[config.mk]
export PLATFORM = sky130hd
export DESIGN_NAME = ivs_ahb_regbank_flat
export DESIGN_NICKNAME = d
export VERILOG_FILES = /design/src/rtl/ivs_ahb_regbank_if.sv /design/src/rtl/ivs_ahb_regbank.sv /design/src/flat_wrapper.sv
export SDC_FILE = /design/constraint.sdc
export NUM_CORES = 1
export LEC_CHECK = 0
export ABC_AREA = 1
export CORE_MARGIN = 2
export CORE_UTILIZATION = 50
export CTS_CLUSTER_SIZE = 14
export DETAILED_ROUTE_END_ITERATION = 7
export PLACE_DENSITY = 0.81
export SYNTH_ARGS = -nofsm -noshare
export SYNTH_HDL_FRONTEND = slang
export SYNTH_SLANG_ARGS = --single-unit
[constraint.sdc]
create_clock -name hclk -period 3.6 [get_ports hclk]
set_input_delay 0.9 -clock hclk [delete_from_list [all_inputs] [get_ports hclk]]
set_output_delay 0.9 -clock hclk [all_outputs]
set_load 0.05 [all_outputs]
[src/rtl/ivs_ahb_regbank_if.sv]
// rtl/ivs_ahb_regbank_if.sv - AHB-Lite slave bus bundle for ivs_ahb_regbank
//
// Purpose: groups the AHB-Lite address/data/response signals of one slave port.
// Signals:
//   hsel, htrans[1:0], hwrite, haddr[31:0], hwdata[31:0], hsize[2:0], hready_in
//                                  master -> slave
//   hready_out, hresp[1:0], hrdata[31:0]
//                                  slave -> master
// Modports: master (bus side), slave (register bank side).

interface ivs_ahb_regbank_if;
  logic        hsel;
  logic [1:0]  htrans;
  logic        hwrite;
  logic [31:0] haddr;
  logic [31:0] hwdata;
  logic [2:0]  hsize;
  logic        hready_in;
  logic        hready_out;
  logic [1:0]  hresp;
  logic [31:0] hrdata;

  modport master (
    output hsel, htrans, hwrite, haddr, hwdata, hsize, hready_in,
    input  hready_out, hresp, hrdata
  );

  modport slave (
    input  hsel, htrans, hwrite, haddr, hwdata, hsize, hready_in,
    output hready_out, hresp, hrdata
  );
endinterface

[src/rtl/ivs_ahb_regbank.sv]
// rtl/ivs_ahb_regbank.sv - parametrised AHB-Lite config and interrupt register bank
//
// Purpose: AHB-Lite slave holding GLB_CTRL, SW_RST, IRQ_STAT (W1C), IRQ_MASK,
//   VERSION and NUM_CFG config registers at CFG_BASE+4*i. Byte-lane writes with
//   zero wait states, reads with one wait state, two-cycle ERROR response for
//   oversize, misaligned or unmapped accesses.
// Ports:
//   hclk, hrst_n         clock, asynchronous active-low reset
//   ahb (slave modport)  AHB-Lite bus signals
//   irq_src[NUM_IRQ]     per-cycle interrupt set inputs
//   cfg_load             shadow commit strobe (only with IVS_REGBANK_SHADOW_EN)
//   glb_ctrl[31:0]       global control register
//   sw_rst               one-cycle software reset pulse
//   cfg_par              flattened config registers, reg i at [32*i+31:32*i]
//   irq                  registered OR of IRQ_STAT & IRQ_MASK
// Optional feature: define IVS_REGBANK_SHADOW_EN to route cfg writes through
//   shadow registers that are copied to cfg_par when cfg_load is high.

module ivs_ahb_regbank #(
  parameter int          NUM_CFG  = 8,
  parameter logic [11:0] CFG_BASE = 12'h100,
  parameter int          NUM_IRQ  = 8,
  parameter logic [31:0] VERSION  = 32'h0002_0000
) (
  input  logic                   hclk,
  input  logic                   hrst_n,
  ivs_ahb_regbank_if.slave       ahb,
  input  logic [NUM_IRQ-1:0]     irq_src,
  input  logic                   cfg_load,
  output logic [31:0]            glb_ctrl,
  output logic                   sw_rst,
  output logic [NUM_CFG*32-1:0]  cfg_par,
  output logic                   irq
);

  typedef enum logic [1:0] {IDLE = 2'd0, RD_WAIT = 2'd1, ERR1 = 2'd2, ERR2 = 2'd3} state_t;

  // Word addresses (haddr[11:2]) of the fixed registers
  localparam logic [9:0] W_GLB  = 10'd0;
  localparam logic [9:0] W_SWR  = 10'd1;
  localparam logic [9:0] W_STAT = 10'd2;
  localparam logic [9:0] W_MASK = 10'd3;
  localparam logic [9:0] W_VER  = 10'd4;
  localparam logic [9:0] CFG_W  = CFG_BASE[11:2];

  state_t               state_q, state_d;
  logic                 wr_q, wr_d;
  logic [9:0]           waddr_q, waddr_d;
  logic [3:0]           be_q, be_d;
  logic [31:0]          glb_q, glb_d;
  logic [31:0]          hrdata_q, hrdata_d;
  logic [NUM_IRQ-1:0]   stat_q, stat_d, mask_q, mask_d;
  logic                 swr_q, swr_d, irq_q, irq_d;
  logic [31:0]          cfg_q [NUM_CFG];
  logic [31:0]          cfg_d [NUM_CFG];
  logic [31:0]          cfg_rd [NUM_CFG];

  logic [9:0]  a_w;
  logic        rdy, acc, aligned, mapped, legal;
  logic [3:0]  lanes;
  logic [31:0] wmask, mask_m, rd_mux;

  function automatic logic [31:0] merge(input logic [31:0] old_v, input logic [31:0] new_v,
                                        input logic [31:0] m);
    return (old_v & ~m) | (new_v & m);
  endfunction

  // Address-phase decode. Only IDLE/ERR2 drive hready_out high, so a transfer
  // can only be accepted in those states.
  assign a_w    = ahb.haddr[11:2];
  assign rdy    = (state_q == IDLE) || (state_q == ERR2);
  assign acc    = ahb.hsel && ahb.htrans[1] && ahb.hready_in && rdy;
  assign mapped = (a_w <= W_VER) ||
                  ((a_w >= CFG_W) && ({1'b0, a_w} < ({1'b0, CFG_W} + 11'(NUM_CFG))));
  assign legal  = aligned && mapped;

  always_comb begin
    aligned = 1'b1;
    lanes   = 4'b0000;
    case (ahb.hsize)
      3'b000:  lanes = 4'b0001 << ahb.haddr[1:0];
      3'b001:  begin aligned = ~ahb.haddr[0]; lanes = ahb.haddr[1] ? 4'b1100 : 4'b0011; end
      3'b010:  begin aligned = (ahb.haddr[1:0] == 2'b00); lanes = 4'b1111; end
      default: aligned = 1'b0;  // wider than a word
    endcase
  end

  // Bus FSM
  always_comb begin
    state_d = IDLE;
    wr_d    = 1'b0;
    waddr_d = waddr_q;
    be_d    = be_q;
    if (state_q == ERR1) state_d = ERR2;
    if (acc) begin
      if (!legal) begin
        state_d = ERR1;
      end else begin
        waddr_d = a_w;
        be_d    = lanes;
        wr_d    = ahb.hwrite;
        if (!ahb.hwrite) state_d = RD_WAIT;
      end
    end
  end

  assign wmask = {{8{be_q[3]}}, {8{be_q[2]}}, {8{be_q[1]}}, {8{be_q[0]}}};

`ifdef IVS_REGBANK_SHADOW_EN
  logic [31:0] shd_q [NUM_CFG];
  logic [31:0] shd_d [NUM_CFG];

  // The commit copies shd_d so a write landing with cfg_load is committed too.
  always_comb begin
    for (int i = 0; i < NUM_CFG; i++) begin
      shd_d[i] = shd_q[i];
      if (wr_q && (waddr_q == CFG_W + 10'(i))) shd_d[i] = merge(shd_q[i], ahb.hwdata, wmask);
      cfg_d[i]  = cfg_load ? shd_d[i] : cfg_q[i];
      cfg_rd[i] = shd_q[i];
    end
  end

  always_ff @(posedge hclk or negedge hrst_n) begin
    if (!hrst_n) begin
      for (int i = 0; i < NUM_CFG; i++) shd_q[i] <= '0;
    end else begin
      for (int i = 0; i < NUM_CFG; i++) shd_q[i] <= shd_d[i];
    end
  end

  logic unused_ok;
  assign unused_ok = ^{ahb.haddr[31:12], ahb.htrans[0]};
`else
  always_comb begin
    for (int i = 0; i < NUM_CFG; i++) begin
      cfg_d[i] = cfg_q[i];
      if (wr_q && (waddr_q == CFG_W + 10'(i))) cfg_d[i] = merge(cfg_q[i], ahb.hwdata, wmask);
      cfg_rd[i] = cfg_q[i];
    end
  end

  logic unused_ok;
  assign unused_ok = ^{ahb.haddr[31:12], ahb.htrans[0], cfg_load};
`endif

  // Register writes happen at the edge ending the zero-wait data phase.
  always_comb begin
    glb_d  = glb_q;
    mask_d = mask_q;
    stat_d = stat_q;
    mask_m = merge(32'(mask_q), ahb.hwdata, wmask);
    if (wr_q && (waddr_q == W_GLB))  glb_d  = merge(glb_q, ahb.hwdata, wmask);
    if (wr_q && (waddr_q == W_MASK)) mask_d = mask_m[NUM_IRQ-1:0];
    if (wr_q && (waddr_q == W_STAT)) stat_d = stat_q & ~(ahb.hwdata[NUM_IRQ-1:0] & wmask[NUM_IRQ-1:0]);
    stat_d = stat_d | irq_src;  // set wins over a same-cycle clear
    swr_d  = wr_q && (waddr_q == W_SWR) && be_q[0] && ahb.hwdata[0];
    irq_d  = |(stat_q & mask_q);
  end

  // Read mux, sampled into hrdata at the end of RD_WAIT
  always_comb begin
    rd_mux = 32'h0;
    for (int i = 0; i < NUM_CFG; i++) begin
      if (waddr_q == CFG_W + 10'(i)) rd_mux = cfg_rd[i];
    end
    case (waddr_q)
      W_GLB:   rd_mux = glb_q;
      W_SWR:   rd_mux = 32'h0;
      W_STAT:  rd_mux = 32'(stat_q);
      W_MASK:  rd_mux = 32'(mask_q);
      W_VER:   rd_mux = VERSION;
      default: ;
    endcase
    hrdata_d = (state_q == RD_WAIT) ? rd_mux : hrdata_q;
  end

  always_ff @(posedge hclk or negedge hrst_n) begin
    if (!hrst_n) begin
      state_q  <= IDLE;
      wr_q     <= 1'b0;
      waddr_q  <= '0;
      be_q     <= '0;
      glb_q    <= '0;
      hrdata_q <= '0;
      stat_q   <= '0;
      mask_q   <= '0;
      swr_q    <= 1'b0;
      irq_q    <= 1'b0;
      for (int i = 0; i < NUM_CFG; i++) cfg_q[i] <= '0;
    end else begin
      state_q  <= state_d;
      wr_q     <= wr_d;
      waddr_q  <= waddr_d;
      be_q     <= be_d;
      glb_q    <= glb_d;
      hrdata_q <= hrdata_d;
      stat_q   <= stat_d;
      mask_q   <= mask_d;
      swr_q    <= swr_d;
      irq_q    <= irq_d;
      for (int i = 0; i < NUM_CFG; i++) cfg_q[i] <= cfg_d[i];
    end
  end

  assign ahb.hready_out = rdy;
  assign ahb.hresp      = ((state_q == ERR1) || (state_q == ERR2)) ? 2'b01 : 2'b00;
  assign ahb.hrdata     = hrdata_q;
  assign glb_ctrl       = glb_q;
  assign sw_rst         = swr_q;
  assign irq            = irq_q;

  for (genvar g = 0; g < NUM_CFG; g++) begin : g_cfg
    assign cfg_par[32*g +: 32] = cfg_q[g];
  end

endmodule

[src/flat_wrapper.sv]
// flat-port wrapper written by rule: the top's interface ports become plain ports
module ivs_ahb_regbank_flat 
#(
  parameter int          NUM_CFG  = 8,
  parameter logic [11:0] CFG_BASE = 12'h100,
  parameter int          NUM_IRQ  = 8,
  parameter logic [31:0] VERSION  = 32'h0002_0000
)
  (hclk, hrst_n, irq_src, cfg_load, glb_ctrl, sw_rst, cfg_par, irq, ahb_hsel, ahb_htrans, ahb_hwrite, ahb_haddr, ahb_hwdata, ahb_hsize, ahb_hready_in, ahb_hready_out, ahb_hresp, ahb_hrdata);
  ivs_ahb_regbank_if ahb_i ();
  input  logic hclk;
  input  logic hrst_n;
  input  logic [NUM_IRQ-1:0] irq_src;
  input  logic cfg_load;
  output logic [31:0] glb_ctrl;
  output logic sw_rst;
  output logic [NUM_CFG*32-1:0] cfg_par;
  output logic irq;
  input wire logic [$bits(ahb_i.hsel)-1:0] ahb_hsel;
  input wire logic [$bits(ahb_i.htrans)-1:0] ahb_htrans;
  input wire logic [$bits(ahb_i.hwrite)-1:0] ahb_hwrite;
  input wire logic [$bits(ahb_i.haddr)-1:0] ahb_haddr;
  input wire logic [$bits(ahb_i.hwdata)-1:0] ahb_hwdata;
  input wire logic [$bits(ahb_i.hsize)-1:0] ahb_hsize;
  input wire logic [$bits(ahb_i.hready_in)-1:0] ahb_hready_in;
  output wire logic [$bits(ahb_i.hready_out)-1:0] ahb_hready_out;
  output wire logic [$bits(ahb_i.hresp)-1:0] ahb_hresp;
  output wire logic [$bits(ahb_i.hrdata)-1:0] ahb_hrdata;
  assign ahb_i.hsel = ahb_hsel;
  assign ahb_i.htrans = ahb_htrans;
  assign ahb_i.hwrite = ahb_hwrite;
  assign ahb_i.haddr = ahb_haddr;
  assign ahb_i.hwdata = ahb_hwdata;
  assign ahb_i.hsize = ahb_hsize;
  assign ahb_i.hready_in = ahb_hready_in;
  assign ahb_hready_out = ahb_i.hready_out;
  assign ahb_hresp = ahb_i.hresp;
  assign ahb_hrdata = ahb_i.hrdata;
  ivs_ahb_regbank #(.NUM_CFG(NUM_CFG), .CFG_BASE(CFG_BASE), .NUM_IRQ(NUM_IRQ), .VERSION(VERSION)) u_core (.hclk(hclk), .hrst_n(hrst_n), .ahb(ahb_i), .irq_src(irq_src), .cfg_load(cfg_load), .glb_ctrl(glb_ctrl), .sw_rst(sw_rst), .cfg_par(cfg_par), .irq(irq));
endmodule
==> flow_summary.json <==
{
  "fillers": 2518,
  "place_congestion": 0.9271,
  "yosysTopAreaCell": "dfrtp_1",
  "yosysWarningCount": 0,
  "cts_resized": 0,
  "end_kind": "output port",
  "core-area_um2": 31640,
  "synthCells": 1937,
  "max_freq_ghz": 0.3260,
  "first_iter_violations": 1248,
  "rsz0062_at_grt": "no",
  "final_cells": 2732,
  "ir_drop_mv": 0.3486,
  "hold_buffers": 0,
  "worst_ep_arrival_time_ns": 2.17,
  "grt_pass1_vias": 15210,
  "root_buffer": "clkbuf_16",
  "hold_viol": 0,
  "final_core_utilization_pct": 68.11,
  "post-route-period-util_pct": 85.21,
  "synth_area_um2": 16080,
  "routed_wl_um": 55020,
  "hold_slack_ns": 0.4011,
  "synth-edff-count": 0,
  "tns_ns": 0,
  "synth_flop_cell": "dfrtp_1",
  "drv_slew": 0,
  "ios": 408,
  "finalSetupViolCount": 0,
  "die_h_um": 183.4,
  "critPathLaunchType": "register",
  "min_period_ns": 3.068,
  "syn_nets": 2023,
  "rows": 65,
  "place_worst_setup_slack_ns": 0.6648,
  "skew_ns": 0.01007,
  "synth.top_cell.area_share_pct": 55.24,
  "n_antenna_cell": 0,
  "reg2regPathDepth": 8,
  "syn_to_final_growth_pct": 33.97,
  "fp.dieW_um": 183.4,
  "cts_setup_buffers": 0,
  "ys_seq_area_share_pct": 55.24,
  "synthArstFlopShare_pct": 100.0,
  "grt_pass1_wl_um": 85180,
  "worst_slew_pin_slew_ns": 1.061,
  "wl_per_cell_um": 20.14,
  "drv_cap": 0,
  "route.vias.total": 15350,
  "drive_gt1_share_pct": 6.910,
  "clock_sinks": 355,
  "r2r-start": "u_core.waddr_q[0]",
  "overflow": 0,
  "ys_types": 39,
  "leakage_nw": 10.93,
  "synth.avg_cell_area_um2": 8.303,
  "cts_made_buffers": 38,
  "critical_path_class": "register to output port",
  "dieArea_um2": 33620,
  "yosys-top-cells-area": "dfrtp_1 (55%), nand2_1 (13%), o21ai_0 (6.2%)",
  "grt_max_degree": 91,
  "critPathMaxFanout": 3,
  "rrSetupSlack_ns": 0.71,
  "ys_ff_latch": 355,
  "io_buffers": 384,
  "hp-class": "input pin to asynchronous set/reset pin",
  "grt_util_all_layers_pct": 32.84,
  "initial_core_util_pct": 50.84,
  "dp.cells": 2664,
  "viasPerCell": 5.618,
  "drc": 0,
  "antenna_found_initial": 0,
  "nNetsFinal": 2388,
  "max-slew-margin-rel_pct": 29.09,
  "clk_path_buf_depth": 3,
  "drtPass1Iterations": 5,
  "cts_tree": "yes",
  "h-tree-depth": 2,
  "clkLatencyLatePin_ns": 0.52,
  "status": "complete, no violations",
  "dp_hpwl_um": 38960,
  "fin_ws_ns": 0.5324,
  "ant_nets": 0,
  "clk_pin_slew_ns": 0.06,
  "required_ns": 2.70,
  "p_per_area_nw_per_um2": 445.7
}
==> cell usage after synthesis, drive strengths merged, types with 4 or more instances <==
cell    instances
a21oi          25
o21ai         304
inv           185
buf            48
a31oi           4
or2             4
nor3           19
dfrtp         355
o21bai          4
clkbuf         36
o21a            5
nand2         576
nand4          83
o22ai           4
nand3          83
nor2          187
==> layer usage <==
| layer | up-vias | part of all wire, % | global-route usage [%] | wire length (µm) |
|---|---|---|---|---|
| li1 | 7010 | - | - | - |
| met1 | 7412 | 40 | 42.58 | 21740 |
| met2 | 760 | 47 | 52.53 | 25900 |
| met3 | 167 | 8.0 | 6.473 | 4424 |
| met4 | 0 | 5.4 | 17.31 | 2952 |
| met5 | - | 0 | 0 | 0 |
==> worst max-delay path, cell delays in order, from the launching register on <==
cell,delay [ns]
dfrtp_1,0.38
inv_1,0.06
ha_1,0.22
or2_2,0.30
clkdlybuf4s50_1,0.70
==> per-stage QoR <==
step / total power [mW] / area, µm²
2_1_floorplan: 5.098 / 16080
3_3_place_gp: 5.696 / 20290
3_5_place_dp: 5.718 / 20290
4_1_cts: 9.631 / 21550
5_1_grt: 9.911 / 21550
6_report: 9.603 / 21550
==> final cells by class <==
| type | count | area, µm² | area share (%) |
|---|---|---|---|
| multi-input cells | 1311 | 6115 | 28.38 |
| clock inverters | 11 | 113.9 | 0.5284 |
| flip-flops and latches | 355 | 8884 | 41.23 |
| clock buffers | 57 | 1144 | 5.307 |
| repair buffers | 409 | 4086 | 18.97 |
| inverters | 187 | 701.9 | 3.258 |
| well taps | 402 | 503.0 | 2.334 |
==> cell usage in the layout, fill, tap and decap left out, drive strengths merged <==
cell           count
nor4               1
clkinvlp           2
a211oi             3
o21bai             4
nand2            576
or2                4
o32ai              1
a32o               1
o21a               5
nor3              19
mux2i              1
clkbuf            57
nand4             83
o22ai              4
bufinv             2
o21ai            304
inv              186
a21oi             25
dfrtp            355
nor2             187
clkinv             8
nand3             83
clkdlybuf4s50    383
buf               26
o221ai             2
a31oi              4
conb               1
ha                 3
==> worst max path at each step <==
stage | cells past startpoint | from | to | slack (ns)
global placement | 7 | ahb_hsize[2] | u_core.waddr_q[6] | 0.75
detailed placement | 7 | ahb_hsize[2] | u_core.waddr_q[6] | 0.66
finish | 4 | u_core.state_q[0] | ahb_hresp[0] | 0.53
CTS | 4 | u_core.state_q[0] | ahb_hresp[0] | 0.52
global route | 4 | u_core.state_q[0] | ahb_hresp[0] | 0.46
floorplan | 6 | ahb_hsize[2] | u_core.be_q[0] | 1.59
==> report_power, final <==
group | internal, mW | switching [mW]
logic | 0.441 | 1.01
registers | 4.12 | 0.0930
clock network | 2.34 | 1.60
total | 6.91 | 2.70
==> cells by family after synthesis <==
family,count (synthesis),synth area share (%)
flops,355,55.24
simple gates,953,25.63
buf+inv,271,6.916
compound gates,353,11.90
mux,1,0.06224
fa+ha+maj,3,0.2334
other cells,1,0.02332
Note: power is estimated with default switching activity, not from simulation.
